<file path="src/rtl/uex_hw_pkg.sv">
// Shared types for the uex hardware mutex controller: operation/status codes,
// per-mutex state record and a one-hot to index helper.
package uex_hw_pkg;

    localparam int UEX_MAX_REQ = 16;
    localparam int UEX_OWNER_W = 4;

    typedef enum logic [1:0] {
        LOCK    = 2'd0,
        TRYLOCK = 2'd1,
        UNLOCK  = 2'd2,
        RSVD    = 2'd3
    } uex_mutex_op_e;

    typedef enum logic [1:0] {
        OK   = 2'd0,
        BUSY = 2'd1,
        ERR  = 2'd2
    } uex_mutex_status_e;

    // Sized for the largest requester count; bits above N_REQ stay zero.
    typedef struct packed {
        logic                   locked;
        logic [UEX_OWNER_W-1:0] owner;
        logic [UEX_MAX_REQ-1:0] waiters;
    } uex_mutex_state_t;

    function automatic logic [UEX_OWNER_W-1:0] uex_onehot_idx(input logic [UEX_MAX_REQ-1:0] vec);
        logic [UEX_OWNER_W-1:0] idx;
        idx = '0;
        for (int k = 0; k < UEX_MAX_REQ; k++) begin
            idx = idx | (vec[k] ? UEX_OWNER_W'(k) : '0);
        end
        return idx;
    endfunction

endpackage

</file>
<file path="src/rtl/uex_rr_arb.sv">
// Combinational round-robin arbiter: one-hot grant to the first requester at
// or after ptr, wrapping around. ptr must be below N.
module uex_rr_arb #(
    parameter int N  = 4,
    parameter int PW = (N > 1) ? $clog2(N) : 1
) (
    input  logic [N-1:0]  req,
    input  logic [PW-1:0] ptr,
    output logic [N-1:0]  grant
);

    logic [N-1:0] rot_req_s;
    logic [N-1:0] rot_gnt_s;

    // Rotate so ptr sits at bit 0, isolate the lowest set bit, rotate back.
    always_comb begin
        rot_req_s = N'({req, req} >> ptr);
        rot_gnt_s = rot_req_s & ~(rot_req_s - N'(1));
        grant     = N'(({rot_gnt_s, rot_gnt_s} << ptr) >> N);
    end

endmodule

</file>
<file path="src/rtl/uex_mutex_ctrl.sv">
// Hardware mutex controller: serializes LOCK/TRYLOCK/UNLOCK from N_REQ
// requesters over N_MUTEX locks, with round-robin handoff to blocked waiters.
module uex_mutex_ctrl
    import uex_hw_pkg::*;
#(
    parameter int N_REQ   = 4,
    parameter int N_MUTEX = 8,
    parameter int ID_W    = (N_MUTEX > 1) ? $clog2(N_MUTEX) : 1
) (
    input  logic                    clock,
    input  logic                    reset_n,
    input  logic [N_REQ-1:0]        req_valid,
    output logic [N_REQ-1:0]        req_ready,
    input  logic [2*N_REQ-1:0]      req_op,
    input  logic [ID_W*N_REQ-1:0]   req_id,
    output logic [N_REQ-1:0]        rsp_valid,
    output logic [2*N_REQ-1:0]      rsp_status,
    output logic [N_MUTEX-1:0]      locked
);

    localparam int REQ_IDX_W = (N_REQ > 1) ? $clog2(N_REQ) : 1;
    localparam int MID_W     = (N_MUTEX > 1) ? $clog2(N_MUTEX) : 1;

    uex_mutex_state_t state_r [N_MUTEX];
    logic [REQ_IDX_W-1:0] ptr_r;

    logic [N_REQ-1:0]       blocked_s;
    logic [N_REQ-1:0]       grant_s;
    logic [N_REQ-1:0]       hgrant_s;
    logic                   accept_s;
    logic [1:0]             sel_op_bits_s;
    uex_mutex_op_e          sel_op_s;
    logic [ID_W-1:0]        sel_id_s;
    logic                   id_ok_s;
    logic [MID_W-1:0]       sel_m_s;
    logic [UEX_MAX_REQ-1:0] wait_bit_s;
    logic [UEX_MAX_REQ-1:0] hand_bit_s;
    logic [UEX_OWNER_W-1:0] own_sel_s;
    logic [UEX_OWNER_W-1:0] hand_owner_s;
    logic [REQ_IDX_W-1:0]   sel_req_s;
    logic [REQ_IDX_W-1:0]   ptr_nxt_s;
    logic [REQ_IDX_W-1:0]   hptr_s;
    uex_mutex_state_t       cur_s;
    uex_mutex_state_t       upd_s;
    logic                   is_owner_s;
    logic                   upd_en_s;
    logic                   sel_rsp_s;
    logic                   handoff_s;
    uex_mutex_status_e      sel_status_s;
    logic [N_REQ-1:0]       rsp_valid_nxt_s;
    logic [2*N_REQ-1:0]     rsp_status_nxt_s;

    // A requester is blocked while it sits in any mutex's waiter bitmap.
    always_comb begin
        blocked_s = '0;
        for (int m = 0; m < N_MUTEX; m++) begin
            blocked_s = blocked_s | state_r[m].waiters[N_REQ-1:0];
        end
    end

    uex_rr_arb #(.N(N_REQ), .PW(REQ_IDX_W)) u_req_arb (
        .req   (req_valid & ~blocked_s),
        .ptr   (ptr_r),
        .grant (grant_s)
    );

    // Mux out the granted requester's op and id, and look up its mutex.
    always_comb begin
        req_ready     = grant_s & {N_REQ{reset_n}};
        accept_s      = |(req_valid & req_ready);
        sel_op_bits_s = '0;
        sel_id_s      = '0;
        for (int k = 0; k < N_REQ; k++) begin
            sel_op_bits_s = sel_op_bits_s | (req_op[2*k +: 2] & {2{grant_s[k]}});
            sel_id_s      = sel_id_s | (req_id[ID_W*k +: ID_W] & {ID_W{grant_s[k]}});
        end
        sel_op_s   = uex_mutex_op_e'(sel_op_bits_s);
        id_ok_s    = int'(sel_id_s) < N_MUTEX;
        sel_m_s    = id_ok_s ? MID_W'(sel_id_s) : '0;
        cur_s      = state_r[sel_m_s];
        wait_bit_s = UEX_MAX_REQ'(grant_s);
        own_sel_s  = uex_onehot_idx(wait_bit_s);
        sel_req_s  = REQ_IDX_W'(own_sel_s);
        ptr_nxt_s  = REQ_IDX_W'((int'(sel_req_s) + 1) % N_REQ);
        is_owner_s = (cur_s.owner == own_sel_s);
        hptr_s     = REQ_IDX_W'((int'(cur_s.owner) + 1) % N_REQ);
    end

    // Handoff search starts just past the current owner.
    uex_rr_arb #(.N(N_REQ), .PW(REQ_IDX_W)) u_wait_arb (
        .req   (cur_s.waiters[N_REQ-1:0]),
        .ptr   (hptr_s),
        .grant (hgrant_s)
    );

    // Apply the accepted operation to the selected mutex and build responses.
    always_comb begin
        hand_bit_s   = UEX_MAX_REQ'(hgrant_s);
        hand_owner_s = uex_onehot_idx(hand_bit_s);
        upd_s        = cur_s;
        upd_en_s     = 1'b0;
        sel_rsp_s    = 1'b0;
        sel_status_s = OK;
        handoff_s    = 1'b0;
        if (accept_s) begin
            sel_rsp_s = 1'b1;
            case (sel_op_s)
                LOCK: begin
                    if (!id_ok_s) begin
                        sel_status_s = ERR;
                    end else if (!cur_s.locked) begin
                        upd_s.locked = 1'b1;
                        upd_s.owner  = own_sel_s;
                        upd_en_s     = 1'b1;
                    end else if (is_owner_s) begin
                        sel_status_s = ERR;
                    end else begin
                        upd_s.waiters = cur_s.waiters | wait_bit_s;
                        upd_en_s      = 1'b1;
                        sel_rsp_s     = 1'b0;
                    end
                end
                TRYLOCK: begin
                    if (!id_ok_s) begin
                        sel_status_s = ERR;
                    end else if (!cur_s.locked) begin
                        upd_s.locked = 1'b1;
                        upd_s.owner  = own_sel_s;
                        upd_en_s     = 1'b1;
                    end else begin
                        sel_status_s = BUSY;
                    end
                end
                UNLOCK: begin
                    if (id_ok_s && cur_s.locked && is_owner_s) begin
                        upd_en_s = 1'b1;
                        if (|hgrant_s) begin
                            upd_s.owner   = hand_owner_s;
                            upd_s.waiters = cur_s.waiters & ~hand_bit_s;
                            handoff_s     = 1'b1;
                        end else begin
                            upd_s.locked = 1'b0;
                        end
                    end else begin
                        sel_status_s = ERR;
                    end
                end
                default: begin
                    sel_status_s = ERR;
                end
            endcase
        end else begin
            sel_rsp_s = 1'b0;
        end
        rsp_valid_nxt_s = (grant_s & {N_REQ{sel_rsp_s}}) | (hgrant_s & {N_REQ{handoff_s}});
        for (int k = 0; k < N_REQ; k++) begin
            rsp_status_nxt_s[2*k +: 2] = (grant_s[k] && sel_rsp_s) ? sel_status_s : OK;
        end
    end

    // Registered state, pointer and response outputs.
    always_ff @(posedge clock) begin
        if (!reset_n) begin
            for (int m = 0; m < N_MUTEX; m++) begin
                state_r[m] <= '0;
            end
            ptr_r      <= '0;
            rsp_valid  <= '0;
            rsp_status <= '0;
            locked     <= '0;
        end else begin
            rsp_valid  <= rsp_valid_nxt_s;
            rsp_status <= rsp_status_nxt_s;
            if (accept_s) begin
                ptr_r <= ptr_nxt_s;
            end
            if (upd_en_s) begin
                state_r[sel_m_s] <= upd_s;
                locked[sel_m_s]  <= upd_s.locked;
            end
        end
    end

endmodule

</file>
<file path="config.mk">
export PLATFORM = sky130hd
export DESIGN_NAME = uex_mutex_ctrl
export DESIGN_NICKNAME = d
export VERILOG_FILES = /design/src/rtl/uex_hw_pkg.sv /design/src/rtl/uex_rr_arb.sv /design/src/rtl/uex_mutex_ctrl.sv
export SDC_FILE = /design/constraint.sdc
export NUM_CORES = 1
export LEC_CHECK = 0
export BUFFER_PORTS_ARGS = -buffer_cell sky130_fd_sc_hd__buf_2
export CAP_MARGIN = 40
export CORE_MARGIN = 2
export CORE_UTILIZATION = 40
export CTS_CLUSTER_SIZE = 24
export DETAILED_ROUTE_END_ITERATION = 10
export HOLD_SLACK_MARGIN = 0.1
export PLACE_DENSITY = 0.57
export SLEW_MARGIN = 20
export SYNTH_ARGS = -nofsm -noshare
export SYNTH_HDL_FRONTEND = slang
export SYNTH_SLANG_ARGS = --single-unit
</file>
<file path="constraint.sdc">
create_clock -name clock -period 5.85 [get_ports clock]
set_input_delay 1.17 -clock clock [delete_from_list [all_inputs] [get_ports clock]]
set_output_delay 1.17 -clock clock [all_outputs]
set_load 0.01 [all_outputs]
</file>
==> flow_summary.ini, run 1 <==
[pwr]
powerDensity_nw_per_um2 = 252
cellLeakagePower_nw = 2.36
clock_power_share = 0.384
switchingPower_mw = 0.404
p_int_mw = 1.14
swShare = 0.261
p_seq_frac = 0.482
vdd_drop_max_mv = 0.176
combPwrFrac = 0.134

[layout]
final_common_cell = edfxtp_1
regArea_um2 = 2600
utilization = 0.488
area_delta_synth_final_pct = 19.8
antennaDiodeCount = 0
mostFrequentLayoutCells = edfxtp_1, nor2_1, nand2_1, buf_2, buf_4
multi_input_area_um2 = 2320
layout-drive-gt1-share = 0.220
fill_cells = 1202
fin_nets = 602
finish.instance_area_um2 = 6130

[grt]
grt_pass1_wl_um = 24600
gr-total-overflow = 0
grt_max_degree = 29
grt_pass1_vias = 4280
grt_antenna_before_repair = 0
globalRouteTotalUtil = 0.248

[flow_run]
maxCapViolCount = 0

[yosys]
synth_fa_ha_area_frac = 0
synth.avg_cell_area_um2 = 10.2
async_reset_ff_frac = 0
netlist_top_cells_area = edfxtp_1, dfxtp_1, mux2i_1, nor2_1, nand2_1
yosys_warnings = 0
netlist_area_um2 = 5120
yosysSeqAreaShare = 0.508
synth-edff-count = 72
synth_top_family_by_area = simple AND/OR/NAND/NOR gates
synthSimpleGateAreaFrac = 0.187
synthMuxAreaShare = 0.0892
synthXorXnorAreaFrac = 0.00171
post-synth-top-area-fraction = 0.422
synth_cell_types = 65
synth_nets = 526
synth_cells = 500
synth-compound-area-share = 0.176
synth_flop_cell = edfxtp_1
synth_top_cell_by_area = edfxtp_1
ys_ff_latch = 94

[clocking]
cts_resized = 0
path_clk_slew_ns = 0.06
cts.sinks = 94
post_cts_buffers = 0
clk_latency_ns = 0.35
cts_buffers = 9
cts_tree = done
clockBufferDepth = 2
cts_hold_buf = 0
cts_root_buffer = clkbuf_16
htree_levels = 3

[setup_path]
critPathMaxStageDelay_ns = 0.52
crit_chain = buf_2, or3b_1, nor4_1, o21ai_1, a32o_1, a221o_1, mux2i_1, o22a_1, nand3_1, a211o_1, nor3_1, a21boi_1, nor4_1
cp_common_cell = nor4_1
cp-start-kind = input port
cp_slowest_cell = a221o_1
crit_path_max_fanout = 12
rrSetupSlack_ns = 0.93
worstPathRequired_ns = 6.02
arrival_ns = 5.34
critPathKind = input port to flop
worstSetupEndpointType = flop

[routing]
routed_wl_um = 16400
antenna_left = 0
drt_iter0_drc = 437
viasPerCell = 5.94
drc = 0
drtPass1Iterations = 5
wl_per_cell_um = 21.8
route.vias.total = 4476

[die]
die_area_um2 = 13700
die_y_um = 117
dieWidth_um = 117
core_area_um2 = 12600
start_util = 0.407
io_pins = 50
placementRows = 41

[sta]
period_share = 0.884
finalCriticalPeriod_ns = 5.17
maxSlewViolCount = 0
rsz0062_at_grt = false
setup_ws_ns = 0.677
tightest_slew_ns = 0.834
relSlewSlack = 0.438
setup_viol_count_final = 0
hold_ws_ns = 0.462
hold_violations = 0
max_freq_mhz = 193
fin_setup_tns_ns = 0
skew_ns = 0.00703

[run_status]
status = finished clean

[placement]
dpl_cell_area_um2 = 5840
place_hpwl_um = 12500
port-buffer-count = 49
gp_congestion = 0.932
pre_cts_slack_ns = 0.423

[min_path]
min_path_type = flop to flop
## layout make-up
class	instances	share of cell area
Clock inverter	7	0.0116
Timing Repair Buffer	95	0.106
Tap cell	172	0.0351
Clock buffer	9	0.0367
Inverter	12	0.00734
Multi-Input combinational cell	364	0.378
Sequential cell	94	0.424
## stage by stage
stage	power [mW]	std cells
floorplan	0.878	500
global placement	0.962	737
detailed placement	0.963	737
CTS	1.55	753
global route	1.60	753
finish	1.54	753
## power by group through the flow
stage          registers, mW  clock network [mW]  logic [mW]
6_report               0.744               0.592       0.207
5_1_grt                0.746               0.628       0.221
4_1_cts                0.744               0.603       0.205
3_5_place_dp           0.759                   0       0.204
3_3_place_gp           0.759                   0       0.203
2_1_floorplan          0.755                   0       0.123
## final timing paths
kind                                     from              to  cells after the start
worst max-delay path             req_valid[0]  state_r[0][16]                     13
worst min-delay path                locked[0]       locked[0]                      2
worst max register to register  state_r[3][0]  state_r[0][16]                     12
worst min register to register      locked[0]       locked[0]                      2
## Yosys cell counts (10+ instances only)
master	n
buf_2	12
nand3_1	16
nand4_1	11
a21oi_1	31
mux2i_1	40
nor2_1	54
dfxtp_1	22
edfxtp_1	72
inv_1	12
nor3_1	28
clkbuf_1	14
a22oi_1	11
a211oi_1	12
nand2_1	49
o211ai_1	10
## state kept, by name, summed over array words and instances (netlist names)
name / count
rsp_valid: 4
state_r: 72
rsp_status: 8
locked: 8
ptr_r: 2
## critical path: cells and delay by family
family          cells  cell delay (ns)
compound gates      6             1.99
simple gates        5             1.74
mux                 1             0.34
buf+inv             1             0.07
## kinds of logic after synthesis
family                    after synthesis
AOI/OAI and AO/OA                     122
DFF                                    94
muxes                                  45
xor gates and xnor gates                1
buffers and inverters                  42
and+or+nand+nor                       196
## metal layers
layer,up-vias,GRT usage,part of all wire,wire length [um]
met5,-,0,0,0
met4,0,0.0745,0.015,253
met3,20,0.0386,0.063,1030
met2,161,0.409,0.48,7910
met1,2216,0.340,0.44,7210
li1,2079,-,-,-
Power figures use the tool's default switching activity.
==> run 2: changes to the inputs <==
--- a/config.mk
+++ b/config.mk
@@ -5,6 +5,7 @@
 export SDC_FILE = /design/constraint.sdc
 export NUM_CORES = 1
 export LEC_CHECK = 0
+export ABC_AREA = 1
 export BUFFER_PORTS_ARGS = -buffer_cell sky130_fd_sc_hd__buf_2
 export CAP_MARGIN = 40
 export CORE_MARGIN = 2
@@ -12,7 +13,7 @@
 export CTS_CLUSTER_SIZE = 24
 export DETAILED_ROUTE_END_ITERATION = 10
 export HOLD_SLACK_MARGIN = 0.1
-export PLACE_DENSITY = 0.57
+export PLACE_DENSITY = 0.56
 export SLEW_MARGIN = 20
 export SYNTH_ARGS = -nofsm -noshare
 export SYNTH_HDL_FRONTEND = slang
==> run 2 against run 1 <==
Net effect:
- core utilization decreased by 3.2 points
- synthesized cell count increased by 44%
- hold slack improved by 0.0077 ns
- setup slack improved by 0.065 ns
- global-route usage decreased by 1.4 points
- largest cell class is now multi-input combinational cells
- highest routed layer unchanged
==> flow_summary.ini, run 2 <==
[sta]
finalCriticalPeriod_ns = 5.11
relSlewSlack = 0.647
skew_ns = 0.0129
fin_setup_tns_ns = 0
setup_viol_count_final = 0
hold_ws_ns = 0.470
hold_violations = 0
tightest_slew_ns = 0.528
max_freq_mhz = 196
period_share = 0.873
setup_ws_ns = 0.742
maxSlewViolCount = 0
rsz0062_at_grt = false

[clocking]
post_cts_buffers = 0
cts.sinks = 94
cts_root_buffer = clkbuf_16
htree_levels = 3
cts_resized = 0
cts_tree = done
cts_hold_buf = 0
cts_buffers = 9
clk_latency_ns = 0.37
clockBufferDepth = 2
path_clk_slew_ns = 0.06

[yosys]
ys_ff_latch = 94
synth_top_cell_by_area = edfxtp_1
synth_flop_cell = edfxtp_1
yosysMostFrequentCell = nand2_1
synth.avg_cell_area_um2 = 8.12
synthTopCellsByCount = nand2_1, nand3_1, edfxtp_1, nor2_1, inv_1
netlist_area_um2 = 5830
yosysSeqAreaShare = 0.447
synth-edff-count = 72
post-synth-top-area-fraction = 0.371
synth_cell_types = 47
async_reset_ff_frac = 0
synth_cells = 718
yosys_warnings = 0
synth_nets = 744
netlist_top_cells_area = edfxtp_1, nand2_1, dfxtp_1, nand3_1, nor2_1

[placement]
dpl_cell_area_um2 = 6230
gp_congestion = 0.954
port-buffer-count = 49
place_hpwl_um = 13900
pre_cts_slack_ns = 0.349

[layout]
mostFrequentLayoutCells = nand2_1, nand3_1, edfxtp_1
final_common_cell = nand2_1
antennaDiodeCount = 0
finish.instance_area_um2 = 6550
fin_nets = 800
layout-drive-gt1-share = 0.231
biggestRegsByFlops = state_r: 72 flops, locked: 8 flops, rsp_status: 8 flops
area_delta_synth_final_pct = 12.4
largest_register_ffs = 72
top_register = state_r

[min_path]
hold_depth = 2
hp-start = locked[0]
min_path_type = flop to flop

[grt]
grt_pass1_wl_um = 27800
grt_pass1_vias = 5097
grt_max_degree = 26
globalRouteTotalUtil = 0.234
gr-total-overflow = 0
grt_antenna_before_repair = 0

[routing]
dr_wl_met2_um = 8770
top_layer = met4
antenna_left = 0
wl_met3_um = 1130
route.vias.total = 5161
drt_iter0_drc = 383
routed_wl_um = 18100
wl_per_cell_um = 18.8
drtPass1Iterations = 5
viasPerCell = 5.36
wl_met1_um = 7510
drc = 0

[die]
io_pins = 50
placementRows = 44
die_y_um = 125
die_area_um2 = 15500
dieWidth_um = 125
core_area_um2 = 14400
start_util = 0.406

[flow_run]
maxCapViolCount = 0

[setup_path]
worstPathRequired_ns = 5.85
worstSetupEndpointType = flop
critPathKind = input port to flop
crit_start = req_valid[2]
crit_path_max_fanout = 12
cp-start-kind = input port
r2r_start = ptr_r[1]
ff2ff_path_depth = 22
arrival_ns = 5.10

[run_status]
status = finished clean
[run 2: per-stage QoR]
stage | instances | utilization
after floorplan | 718 | -
after global placement | 946 | 0.434
after detailed placement | 946 | 0.434
after CTS | 962 | 0.455
after global routing | 963 | 0.456
final | 963 | 0.456
[run 2: path summary, 6_finish.rpt]
check / slack, ns / end
max: 0.74 / state_r[7][3]
min: 0.47 / locked[0]
max reg2reg: 0.92 / state_r[7][3]
min reg2reg: 0.47 / locked[0]
[run 2: logic make-up (layout without fill, tap and decap cells)]
group / Yosys count / count (layout) / share of synthesized area
simple gates: 434 / 434 / 0.379
buf+inv: 100 / 161 / 0.0803
flops: 94 / 94 / 0.447
compound gates: 89 / 89 / 0.0921
xor+xnor: 1 / 1 / 0.00150
[run 2: critical path: stages]
cell and delay [ns]:
buf_2 0.09, nor3b_2 0.28, nand3_1 0.12, nand2_1 0.10, nand2_1 0.05, nand2_1 0.15, nor2_4 0.07, nand3_2 0.08
nand3_2 0.13, nand3_1 0.19, nand2_4 0.09, inv_2 0.08, nand3_1 0.21, nand2_1 0.13, inv_1 0.05, a22o_1 0.20
a221oi_1 0.22, nand2_1 0.25, inv_1 0.15, nor2_1 0.06, nor2_1 0.22, nand3_4 0.19, inv_4 0.13, nand2_2 0.18
nand2_1 0.48
[run 2: final cells by class]
class	instances	area [um2]
inverter	85	323
multi-input combinational	524	2760
clock buffer	12	236
clock inverter	4	71.3
fill	1453	7820
sequential	94	2600
tap	184	230
timing repair buffer	60	328
[run 2: routing by layer]
| metal | vias up | global-route usage |
|---|---|---|
| met5 | - | 0 |
| met4 | 0 | 0.106 |
| met2 | 212 | 0.402 |
| met3 | 52 | 0.0438 |
| li1 | 2493 | - |
| met1 | 2404 | 0.285 |
Power of run 2 is not shown: default switching activity piles up to over one toggle a cycle in this logic, so the estimate is an artifact.
==> run 3: changes to the inputs <==
--- a/config.mk
+++ b/config.mk
@@ -8,12 +8,13 @@
 export ABC_AREA = 1
 export BUFFER_PORTS_ARGS = -buffer_cell sky130_fd_sc_hd__buf_2
 export CAP_MARGIN = 40
-export CORE_MARGIN = 2
+export CORE_MARGIN = 3
 export CORE_UTILIZATION = 40
 export CTS_CLUSTER_SIZE = 24
 export DETAILED_ROUTE_END_ITERATION = 10
 export HOLD_SLACK_MARGIN = 0.1
 export PLACE_DENSITY = 0.56
+export RECOVER_POWER = 50
 export SLEW_MARGIN = 20
 export SYNTH_ARGS = -nofsm -noshare
 export SYNTH_HDL_FRONTEND = slang
==> run 3 against run 2 <==
Net effect:
- cell count decreased by 0.10%
- clock skew decreased by 0.0012 ns
- final area decreased by 0.99%
- first-iteration DRC count increased by 16%
- clock-buffer cell count decreased by 2
- register-to-register slack got worse by 0.11 ns
- sequential cell count unchanged
- maximum frequency decreased by 4.0%
- setup slack got worse by 0.22 ns
- sequential share of layout area increased by 0.40 points
- critical path depth unchanged
- critical endpoint is now state_r[4][18]
==> flow_summary.ini, run 3 (synthesized netlist as in run 2, its figures left out) <==
[setup_path]
crit_path_max_fanout = 10
worstPathRequired_ns = 5.84
cp-start-kind = input port
worstSetupEndpointType = flop
critPathKind = input port to flop
arrival_ns = 5.31

[routing]
viasPerCell = 5.41
drtPass1Iterations = 6
antenna_left = 0
route.vias.total = 5209
wl_per_cell_um = 19.3
routed_wl_um = 18600
drt_iter0_drc = 445
drc = 0

[sta]
skew_ns = 0.0117
finalCriticalPeriod_ns = 5.32
hold_violations = 0
relSlewSlack = 0.630
rsz0062_at_grt = false
tightest_slew_ns = 0.555
setup_viol_count_final = 0
period_share = 0.910
max_freq_mhz = 188
maxSlewViolCount = 0
fin_setup_tns_ns = 0

[placement]
gp_congestion = 0.937
port-buffer-count = 49
dpl_cell_area_um2 = 6260
place_hpwl_um = 14200

[clocking]
post_cts_buffers = 0
cts_buffers = 9
cts_root_buffer = clkbuf_16
htree_levels = 3
cts.sinks = 94
cts_tree = done
cts_hold_buf = 0
cts_resized = 0
path_clk_slew_ns = 0.07
clockBufferDepth = 2
clk_latency_ns = 0.36

[layout]
finish.instance_area_um2 = 6480
final_common_cell = nand2_1
fill_cells = 1434
top_register = state_r
largest_register_ffs = 72
mostFrequentLayoutCells = nand2_1, nand3_1, edfxtp_1
antennaDiodeCount = 0
biggestRegsByFlops = state_r: 72 flops, locked: 8 flops, rsp_status: 8 flops
area_delta_synth_final_pct = 11.3
layout-drive-gt1-share = 0.187
fin_nets = 803

[grt]
grt_antenna_before_repair = 0
grt_pass1_vias = 5028
grt_max_degree = 33
grt_pass1_wl_um = 28600
globalRouteTotalUtil = 0.234
gr-total-overflow = 0

[die]
io_pins = 50
dieWidth_um = 127
placementRows = 43
start_util = 0.415
die_y_um = 127
core_area_um2 = 14000
die_area_um2 = 16100

[min_path]
min_path_type = flop to flop

[flow_run]
maxCapViolCount = 0

[run_status]
status = finished clean
[run 3: area by class of cell]
cell class,instances,area [um2],share of cell area
clock inverter,6,70.1,0.0108
timing repair buffer,63,304,0.0469
inverter,85,323,0.0498
clock buffer,10,229,0.0353
tap,180,225,0.0347
multi-input combinational,524,2730,0.421
sequential,94,2600,0.401
[run 3: worst paths after layout]
check	startpoint	to	slack (ns)	cells after the start
setup reg to reg	ptr_r[1]	state_r[4][18]	0.81	23
hold reg to reg	locked[7]	locked[7]	0.49	2
hold / removal	locked[7]	locked[7]	0.49	2
setup / recovery	req_valid[2]	state_r[4][18]	0.53	25
[run 3: per-layer routing]
metal  part of all wire  GRT usage  routed length (um)
met1               0.42      0.298                7750
met2               0.50      0.413                9370
met3              0.061     0.0354                1140
met4              0.016     0.0625                 297
met5                  0          0                   0
[run 3: worst max-delay path, cell delays in order]
cell and delay [ns]:
buf_2 0.09, nor3b_2 0.30, nand3_1 0.12, nand2_1 0.09
nand2_1 0.05, nand2_1 0.14, nor2_4 0.07, nand3_2 0.08
nand3_1 0.24, nand3_2 0.19, nand2_4 0.09, inv_2 0.08
nand3_1 0.27, nand2_1 0.16, inv_1 0.05, a22o_1 0.22
a221oi_1 0.20, nand2_1 0.28, nand3_2 0.22, clkinv_2 0.15
nand2_2 0.12, nand3_4 0.15, nor2_1 0.19, inv_2 0.14
nand2_1 0.45
[run 3: metrics by stage]
step	cells	utilization	hold slack [ns]	setup WS [ns]
4_1_cts	962	0.467	0.493	0.653
3_5_place_dp	946	0.446	0.476	0.278
2_1_floorplan	718	-	0.492	1.46
5_1_grt	962	0.462	0.515	0.145
3_3_place_gp	946	0.446	0.461	0.286
6_report	962	0.462	0.490	0.526
Power of run 3 is left out for the same reason.
